--- src/rtl/viterbi_tbu_if.sv ---
// Handshake bundle between the ACS array, the traceback unit and the bit consumer.
// VITERBI_TBU_MIN_METRIC_EN adds the min_metric signal used for metric normalisation.
interface viterbi_tbu_if #(
  parameter int unsigned STATE_BITS = 2,
  parameter int unsigned METRIC_W   = 4
);
  localparam int unsigned NS = 1 << STATE_BITS;

  logic                       in_valid;
  logic                       in_ready;
  logic [NS*METRIC_W-1:0]     path_cost;
  logic [NS-1:0]              decisions;
  logic [STATE_BITS-1:0]      min_state;
  logic                       out_valid;
  logic                       out_ready;
  logic                       out_bit;
`ifdef VITERBI_TBU_MIN_METRIC_EN
  logic [METRIC_W-1:0]        min_metric;
`endif

  modport master (
    output in_valid, path_cost, decisions, out_ready,
    input  in_ready, min_state, out_valid, out_bit
`ifdef VITERBI_TBU_MIN_METRIC_EN
    , input min_metric
`endif
  );

  modport slave (
    input  in_valid, path_cost, decisions, out_ready,
    output in_ready, min_state, out_valid, out_bit
`ifdef VITERBI_TBU_MIN_METRIC_EN
    , output min_metric
`endif
  );
endinterface

--- src/rtl/viterbi_tbu.sv ---
// Viterbi traceback unit: minimum-cost state select, survivor memory and traceback FSM.
// VITERBI_TBU_MIN_METRIC_EN adds a registered min_metric output alongside min_state.
module viterbi_tbu #(
  parameter int unsigned STATE_BITS = 2,
  parameter int unsigned METRIC_W   = 4,
  parameter int unsigned TB_DEPTH   = 8
) (
  input logic         clk,
  input logic         rst,
  viterbi_tbu_if.slave bus
);
  localparam int unsigned NS     = 1 << STATE_BITS;
  localparam int unsigned PTR_W  = (TB_DEPTH > 1) ? $clog2(TB_DEPTH) : 1;
  localparam int unsigned FILL_W = $clog2(TB_DEPTH + 1);
  localparam logic [PTR_W-1:0]  PTR_LAST  = PTR_W'(TB_DEPTH - 1);
  localparam logic [FILL_W-1:0] FILL_FULL = FILL_W'(TB_DEPTH);

  typedef enum logic [1:0] {IDLE, TRACE, EMIT} state_t;

  state_t                state, state_nxt;
  logic [NS-1:0]         mem [TB_DEPTH];
  logic [PTR_W-1:0]      wr_ptr, rd_ptr, cnt;
  logic [FILL_W-1:0]     fill, fill_inc;
  logic [STATE_BITS-1:0] cur_state, sel_state;
  logic [METRIC_W-1:0]   sel_cost;
  logic                  accept;

  assign bus.in_ready = (state == IDLE) && !rst;
  assign accept       = bus.in_valid && bus.in_ready;
  assign fill_inc     = (fill == FILL_FULL) ? fill : fill + 1'b1;

  // Strict less-than keeps the lowest index on ties.
  always_comb begin
    sel_state = '0;
    sel_cost  = bus.path_cost[METRIC_W-1:0];
    for (int unsigned s = 1; s < NS; s++) begin
      if (bus.path_cost[s*METRIC_W +: METRIC_W] < sel_cost) begin
        sel_cost  = bus.path_cost[s*METRIC_W +: METRIC_W];
        sel_state = STATE_BITS'(s);
      end
    end
  end

  always_comb begin
    state_nxt     = state;
    bus.out_valid = 1'b0;
    bus.out_bit   = 1'b0;
    case (state)
      IDLE:  if (accept && fill_inc == FILL_FULL) state_nxt = TRACE;
      TRACE: if (cnt == PTR_W'(1)) state_nxt = EMIT;
      EMIT: begin
        bus.out_valid = 1'b1;
        bus.out_bit   = cur_state[STATE_BITS-1];
        if (bus.out_ready) state_nxt = IDLE;
      end
      default: state_nxt = IDLE;
    endcase
  end

  always_ff @(posedge clk) begin
    if (rst) begin
      state         <= IDLE;
      wr_ptr        <= '0;
      rd_ptr        <= '0;
      fill          <= '0;
      cnt           <= '0;
      cur_state     <= '0;
      bus.min_state <= '0;
`ifdef VITERBI_TBU_MIN_METRIC_EN
      bus.min_metric <= '0;
`endif
    end else begin
      state <= state_nxt;
      case (state)
        IDLE: if (accept) begin
          cur_state     <= sel_state;
          bus.min_state <= sel_state;
`ifdef VITERBI_TBU_MIN_METRIC_EN
          bus.min_metric <= sel_cost;
`endif
          rd_ptr <= wr_ptr;
          wr_ptr <= (wr_ptr == PTR_LAST) ? '0 : wr_ptr + 1'b1;
          fill   <= fill_inc;
          if (fill_inc == FILL_FULL) cnt <= PTR_LAST;
        end
        TRACE: begin
          // Step back one trellis stage: predecessor is {s[MSB-1:0], d}.
          cur_state <= {cur_state[STATE_BITS-2:0], mem[rd_ptr][cur_state]};
          rd_ptr    <= (rd_ptr == '0) ? PTR_LAST : rd_ptr - 1'b1;
          cnt       <= cnt - 1'b1;
        end
        default: ;
      endcase
    end
  end

  // Survivor memory needs no reset: fill gating keeps stale rows unread.
  always_ff @(posedge clk) begin
    if (accept) mem[wr_ptr] <= bus.decisions;
  end
endmodule

--- src/flat_wrapper.sv ---
// flat-port wrapper written by rule: the top's interface ports become plain ports
module viterbi_tbu_flat 
#(
  parameter int unsigned STATE_BITS = 2,
  parameter int unsigned METRIC_W   = 4,
  parameter int unsigned TB_DEPTH   = 8
)
  (clk, rst, bus_in_valid, bus_path_cost, bus_decisions, bus_out_ready, bus_in_ready, bus_min_state, bus_out_valid, bus_out_bit);
  viterbi_tbu_if #(.STATE_BITS(STATE_BITS), .METRIC_W(METRIC_W)) bus_i ();
  input logic clk;
  input logic rst;
  input wire logic [$bits(bus_i.in_valid)-1:0] bus_in_valid;
  input wire logic [$bits(bus_i.path_cost)-1:0] bus_path_cost;
  input wire logic [$bits(bus_i.decisions)-1:0] bus_decisions;
  input wire logic [$bits(bus_i.out_ready)-1:0] bus_out_ready;
  output wire logic [$bits(bus_i.in_ready)-1:0] bus_in_ready;
  output wire logic [$bits(bus_i.min_state)-1:0] bus_min_state;
  output wire logic [$bits(bus_i.out_valid)-1:0] bus_out_valid;
  output wire logic [$bits(bus_i.out_bit)-1:0] bus_out_bit;
  assign bus_i.in_valid = bus_in_valid;
  assign bus_i.path_cost = bus_path_cost;
  assign bus_i.decisions = bus_decisions;
  assign bus_i.out_ready = bus_out_ready;
  assign bus_in_ready = bus_i.in_ready;
  assign bus_min_state = bus_i.min_state;
  assign bus_out_valid = bus_i.out_valid;
  assign bus_out_bit = bus_i.out_bit;
  viterbi_tbu #(.STATE_BITS(STATE_BITS), .METRIC_W(METRIC_W), .TB_DEPTH(TB_DEPTH)) u_core (.clk(clk), .rst(rst), .bus(bus_i));
endmodule
--- config.mk ---
export PLATFORM = sky130hd
export DESIGN_NAME = viterbi_tbu_flat
export DESIGN_NICKNAME = d
export VERILOG_FILES = /design/src/rtl/viterbi_tbu_if.sv /design/src/rtl/viterbi_tbu.sv /design/src/flat_wrapper.sv
export SDC_FILE = /design/constraint.sdc
export NUM_CORES = 1
export LEC_CHECK = 0
export CAP_MARGIN = 20
export CORE_MARGIN = 1.5
export CORE_UTILIZATION = 45
export DETAILED_ROUTE_END_ITERATION = 6
export PLACE_DENSITY = 0.66
export SETUP_SLACK_MARGIN = 0.02
export SYNTH_ARGS = -nofsm -noshare
export SYNTH_HDL_FRONTEND = slang
export SYNTH_SLANG_ARGS = --single-unit
--- constraint.sdc ---
create_clock -name clk -period 11 [get_ports clk]
set_clock_uncertainty 0.05 [all_clocks]
set_input_delay 2.2 -clock clk [delete_from_list [all_inputs] [get_ports clk]]
set_output_delay 2.2 -clock clk [all_outputs]
set_load 0.01 [all_outputs]
# ---- Yosys cells after proc, flatten, opt, wreduce, memory -nomap -nowiden
# Memory sizes are Yosys's and may differ from the RTL's. A register that Yosys moved wholly into a read port is not among the register bits.
# Index checks and enable logic that the tools add are counted.
dict set report op_classes {
  addsub 4
  n_reduce_logical 11
  order_cmp 4
  muxes 27
  eq_ne 11
}
# op count
set ops {}
lappend ops {{3-bit 2-to-1 mux} 7}
lappend ops {{4-bit less-than comparator} 3}
lappend ops {{2-bit 2-to-1 mux} 6}
lappend ops {{4-bit 2-to-1 mux} 3}
lappend ops {{3-bit case mux with 2 select lines} 2}
lappend ops {{4-bit equality test (second input constant)} 2}
lappend ops {{1-bit 2-to-1 mux} 6}
lappend ops {{2-bit != test (second input constant)} 3}
lappend ops {{2-bit case mux with 3 select lines} 1}
lappend ops {{3-bit AND reduction} 2}
lappend ops {{3-bit by 1-bit subtractor with 3-bit output (second input constant)} 2}
lappend ops {{4-bit by 1-bit adder with 4-bit output (second input constant)} 1}
lappend ops {{2-bit by 1-bit != test with 1-bit output (second input constant)} 2}
lappend ops {{2-bit case mux with 2 select lines} 1}
lappend ops {{2-bit AND reduction} 2}
lappend ops {{3-bit by 1-bit adder with 3-bit output (second input constant)} 1}
lappend ops {{3-bit by 1-bit equality test with 1-bit output (second input constant)} 1}
lappend ops {{3-bit equality test (second input constant)} 1}
lappend ops {{1-bit logical AND} 3}
lappend ops {{3-bit logical NOT} 1}
lappend ops {{2-bit by 3-bit less-than comparator with 1-bit output (second input constant)} 1}
lappend ops {{1-bit binary-select mux with 2-bit select} 1}
lappend ops {{2-bit by 1-bit equality test with 1-bit output (second input constant)} 1}
lappend ops {{2-bit equality test (second input constant)} 1}
lappend ops {{3 further kinds} 3}
dict set report word_totals {
  mem_bits_rw 32
  mem_count 1
  register_bits 19
  wordCells 65
}
# name words word_bits rd rd_ports_with_merged_regs write_ports line
set mem_list {}
lappend mem_list {u_core.mem 8 4 1 1 1 viterbi_tbu.sv:21} ;# logic [NS-1:0] mem [TB_DEPTH];

# ---- Depth between registers and ports, before layout
dict set report logic_depth {
  ltp_word 8
  depth_mapped 18
  mapped_depth_nobuf 18
}

# ---- Worst setup path after synthesis
# No wires, ideal clock.
dict set report synth_timing {
  kind {input port to flip-flop}
  from {input bus_path_cost[3]}
  to {register u_core.cur_state[1]}
  arrival_time_ns 5.355
  path_buffers 0
  t_required_ns 10.859
  cell_stages 18
  setup_ns 0.091
  setup_slack_ns 5.504
  path_cell_list {inv_1 ha_1 nand2_1 o21ai_1 mux2i_1 ha_1 a21oi_1 nor2_1 nor2_1 o31ai_4 mux2_2 ha_1 a21o_1 a211oi_1 nand4b_1 mux2i_1 nor2_1 a311oi_1}
}
dict set report synth_via {
  elab_chain_len 8
  word_cells_on_any_way 9
  classes_between {3 x order compare; 6 x mux}
}
# element line
set synth_lines {}
lappend synth_lines {{start, declared} flat_wrapper.sv:13} ;# input wire logic [$bits(bus_i.path_cost)-1:0] bus_path_cost;
lappend synth_lines {{4-bit less-than comparator} viterbi_tbu.sv:37} ;# if (bus.path_cost[s*METRIC_W +: METRIC_W] < sel_cost) begin
lappend synth_lines {{4-bit 2-to-1 mux *} viterbi_tbu.sv:37}
lappend synth_lines {{4-bit less-than comparator} viterbi_tbu.sv:37}
lappend synth_lines {{4-bit 2-to-1 mux} viterbi_tbu.sv:37}
lappend synth_lines {{4-bit less-than comparator} viterbi_tbu.sv:37}
lappend synth_lines {{2-bit 2-to-1 mux *} viterbi_tbu.sv:37}
lappend synth_lines {{2-bit 2-to-1 mux *} viterbi_tbu.sv:75} ;# IDLE: if (accept) begin
lappend synth_lines {{2-bit case mux with 2 select lines *} viterbi_tbu.sv:74} ;# case (state)
lappend synth_lines {{end signal, assigned} viterbi_tbu.sv:76} ;# cur_state <= sel_state;
lappend synth_lines {{end signal, assigned} viterbi_tbu.sv:88} ;# cur_state <= {cur_state[STATE_BITS-2:0], mem[rd_ptr][cur_state]};
lappend synth_lines {{end, declared} viterbi_tbu.sv:24} ;# logic [STATE_BITS-1:0] cur_state, sel_state;
# Every way passes the cells marked *; elsewhere a longest branch is shown, timed or not. The select of a mux whose other input is x is not followed.
# A chain may end at the register's enable or synchronous reset.

# ---- Worst setup path after layout
dict set report layout_timing {
  from {input bus_path_cost[2]}
  to {register u_core.cur_state[0]}
}
dict set report layout_via {
  elab_chain_len 8
  word_cells_on_any_way 10
  classes_between {3 x order compare; 7 x mux}
}
# element line
set layout_lines {}
lappend layout_lines {{4-bit less-than comparator} viterbi_tbu.sv:37}
lappend layout_lines {{4-bit 2-to-1 mux} viterbi_tbu.sv:37}
lappend layout_lines {{4-bit less-than comparator} viterbi_tbu.sv:37}
lappend layout_lines {{4-bit 2-to-1 mux} viterbi_tbu.sv:37}
lappend layout_lines {{4-bit less-than comparator} viterbi_tbu.sv:37}
lappend layout_lines {{2-bit 2-to-1 mux *} viterbi_tbu.sv:37}
lappend layout_lines {{2-bit 2-to-1 mux *} viterbi_tbu.sv:75}
lappend layout_lines {{2-bit case mux with 2 select lines *} viterbi_tbu.sv:74}
# Marked as above.

==> flow_metrics.py <==
metrics = {
    "synthesis": {
        "synth_mux_area_share_pct": 8.33,
        "synth_ff_type": "edfxtp_1",
        "ys_top_cells_by_area": "edfxtp_1 35%, dfxtp_1 16%, ha_1 8.6%",
        "synth_top_area_cell": "edfxtp_1",
        "ys_seq_area_share_pct": 50.7,
        "yosysWarnings": 0,
        "syn_nets": 298,
        "synth-async-reset-ratio_pct": 0,
        "synth_top_family_by_area": "simple AND/OR/NAND/NOR gates",
        "synth_cells": 255,
        "synth_edf_count": 32,
        "synth_top_area_share_pct": 34.8,
        "syn_area_sq_mm": 0.00276,
        "synth_seq_cells": 54,
        "synth_compound_area_share_pct": 12.9,
        "synth.distinct_cells": 47,
        "synthXorXnorAreaFrac_pct": 1.59,
        "syn_avg_cell_area_sq_um": 10.8,
        "synthAdderAreaFrac_pct": 8.61,
        "synth_simple_gate_area_share_pct": 13.7,
    },
    "setup_path": {
        "arrival_ns": 6.20,
        "crit_slowest_cell": "clkdlybuf4s50_1",
        "critical_path.max_fanout": 4,
        "crit_path_frequent_cell": "ha_1",
        "path_cells": "clkdlybuf4s50_1 > inv_1 > ha_1 > nand2_1 > o21ai_1 > mux2i_1 > ha_1 > a21oi_1 > nor2_1 > nor2_1 > o31ai_4 > mux2_2 > ha_1 > a21o_1 > a211oi_1 > nand4b_1 > mux2i_1 > o31ai_1 > a31oi_1",
        "end_kind": "register",
        "required_ns": 11.18,
        "worstSetupPathType": "in -> reg",
        "cp_num_buf_inv": 2,
        "startpoint_type": "primary input",
        "slowest_delay_ns": 0.50,
        "crit_family": "compound AO/OA/AOI/OAI gates",
    },
    "final_layout": {
        "syn_to_final_growth_pct": 16.0,
        "diodes": 0,
        "drive_above_1_share_pct": 6.03,
        "num-nets-final": 324,
        "final_util_pct": 54.1,
        "fillers": 522,
    },
    "clocking": {
        "ctsLongestPathBuffers": 2,
        "cts_tree": "built",
        "cts_root_buffer": "clkbuf_8",
        "clkTransAtPathRegs_ns": 0.09,
        "clk_latency_ns": 0.31,
        "ctsHoldBuffers": 0,
        "ctsResizeCount": 0,
        "post_cts_buffers": 0,
        "cts_buffers": 5,
        "cts_max_level": 2,
        "clock_sinks": 54,
    },
    "grt": {
        "grt_pass1_wl_um": 8410,
        "grt_pass1_vias": 1847,
        "grt_max_degree": 22,
        "antenna_found_initial": 0,
        "grt_usage_pct": 16.8,
        "grt.overflow.total": 0,
    },
    "timing": {
        "maxSlewHeadroom_pct": 48.0,
        "finalCritPeriodShare_pct": 54.7,
        "setup_tns_ns": 0,
        "min_period_ns": 6.02,
        "rsz0062_at_grt": "false",
        "setup_viol": 0,
        "hold_viol": 0,
        "fmax_ghz": 0.166,
        "finalMaxSlewViolations": 0,
        "worst_pin_slew_ns": 0.773,
    },
    "detailed_routing": {
        "ant_nets": 0,
        "wl_per_cell_um": 14.3,
        "wl_um": 5120,
        "avgViaCountPerCell": 5.41,
        "num_vias": 1931,
        "drt_iter0_drc": 103,
        "firstDrtPassIters": 4,
        "drc": 0,
    },
    "die": {
        "pin_count": 29,
        "die_h_um": 81.4,
        "initial_core_util_pct": 46.7,
        "die_area_sq_mm": 0.00662,
        "rows": 28,
        "fp.dieW_um": 81.4,
        "core_area_sq_mm": 0.00592,
    },
    "worst_hold_path": {
        "min_path_type": "reg -> reg",
    },
    "pwr": {
        "vdd.ir_drop.worst_v": 0.0000665,
        "p_per_area_mw_per_mm2": 128,
        "p_leak_uw": 0.00112,
    },
    "job": {
        "cap_violations": 0,
    },
    "placement": {
        "gp_congestion": 0.866,
        "post-dp-hpwl_um": 3720,
        "io_buffer_count": 28,
    },
    "outcome": {
        "status": "complete, no violations",
    },
}
[placed cells by master (no fill, tap or decap), drive strengths merged, types with 2 or more instances in the layout]
| cell type | Yosys | routed |
|---|---|---|
| a211o | 2 | 2 |
| a211oi | 5 | 5 |
| a21o | 2 | 2 |
| a21oi | 20 | 20 |
| a22oi | 2 | 2 |
| a311oi | 2 | 2 |
| a31oi | 2 | 2 |
| and2 | 2 | 2 |
| clkbuf | 4 | 5 |
| clkdlybuf4s50 | 0 | 28 |
| dfxtp | 22 | 22 |
| edfxtp | 32 | 32 |
| ha | 19 | 19 |
| inv | 17 | 18 |
| mux2 | 2 | 2 |
| mux2i | 14 | 14 |
| mux4 | 3 | 3 |
| nand2 | 18 | 18 |
| nand2b | 6 | 6 |
| nand3 | 5 | 5 |
| nand4 | 2 | 2 |
| nand4b | 2 | 2 |
| nor2 | 25 | 25 |
| nor2b | 5 | 5 |
| nor3 | 6 | 6 |
| nor3b | 2 | 2 |
| nor4 | 2 | 2 |
| o21ai | 8 | 8 |
| o31ai | 5 | 5 |
| xnor2 | 3 | 3 |
| xor2 | 2 | 2 |
[path summary, 6_finish.rpt]
check / startpoint / end / slack, ns / depth (start not counted)
max: bus_path_cost[2] / u_core.cur_state[0] / 4.98 / 19
min: u_core.bus.min_state[0] / u_core.bus.min_state[0] / 0.42 / 2
max reg2reg: u_core.state[0] / u_core.mem[1][2] / 8.69 / 4
min reg2reg: u_core.bus.min_state[0] / u_core.bus.min_state[0] / 0.42 / 2
[registers in the layout, indices dropped and copies added (netlist names), named ones only]
register	cells
u_core.bus.min_state	2
u_core.cnt	3
u_core.cur_state	2
u_core.fill	4
u_core.mem	32
u_core.rd_ptr	3
u_core.state	2
u_core.wr_ptr	3
[stage by stage]
stage	std cells	setup slack (ns)	hold WS [ns]	total power (uW)	area, sq um
6_report	357	4.98	0.423	410	3200
5_1_grt	357	4.63	0.447	426	3200
4_1_cts	357	4.99	0.430	411	3200
3_5_place_dp	349	4.68	0.415	282	3090
3_3_place_gp	349	4.80	0.397	281	3090
2_1_floorplan	255	5.50	0.416	262	2760
[routing by layer]
metal	part of all wire, %	GRT usage (%)	vias up
met4	1.4	5.34	0
li1	-	-	978
met2	48	28.9	53
met1	46	21.3	893
met5	0	0	-
met3	4.5	3.03	7
[tightest hold or removal path, delay by kind of cell (launching register included)]
kind	cells	cell delay (ns)
AO/OA/AOI/OAI	1	0.06
flip-flops	1	0.32
AND/OR/NAND/NOR	1	0.05
[cell type report]
cell class              instances  area (sq um)  share of cell area (%)
clock inverters                 3          43.8                    1.37
repair buffers                 29           288                    8.98
multi-input cells             174          1240                    38.9
clock buffers                   5          68.8                    2.15
flip-flops and latches         54          1400                    43.7
well taps                      75          93.8                    2.93
inverters                      17          63.8                    1.99
[where the power goes]
part           total [uW]  switching [uW]  internal [uW]
clock                 132            63.8           68.2
sequential            223            4.78            219
combinational        54.4            27.4           27.0
[kinds of logic (layout without fill, tap and decap cells)]
| group | count (synthesis) | count (layout) |
|---|---|---|
| buf+inv | 27 | 54 |
| flops | 54 | 54 |
| mux | 19 | 19 |
| simple gates | 78 | 78 |
| compound gates | 53 | 53 |
| fa+ha+maj | 19 | 19 |
| xor+xnor | 5 | 5 |
[cells in the mapped netlist, drive strengths merged (3+ instances only)]
| master | count |
|---|---|
| a21oi | 20 |
| mux4 | 3 |
| edfxtp | 32 |
| a211oi | 5 |
| inv | 17 |
| nand2 | 18 |
| dfxtp | 22 |
| nand3 | 5 |
| ha | 19 |
| buf | 6 |
| clkbuf | 4 |
| nor2 | 25 |
| mux2i | 14 |
| nand2b | 6 |
| xnor2 | 3 |
| nor2b | 5 |
| o31ai | 5 |
| o21ai | 8 |
| nor3 | 6 |
No activity file was read; power rests on OpenSTA's default activity.
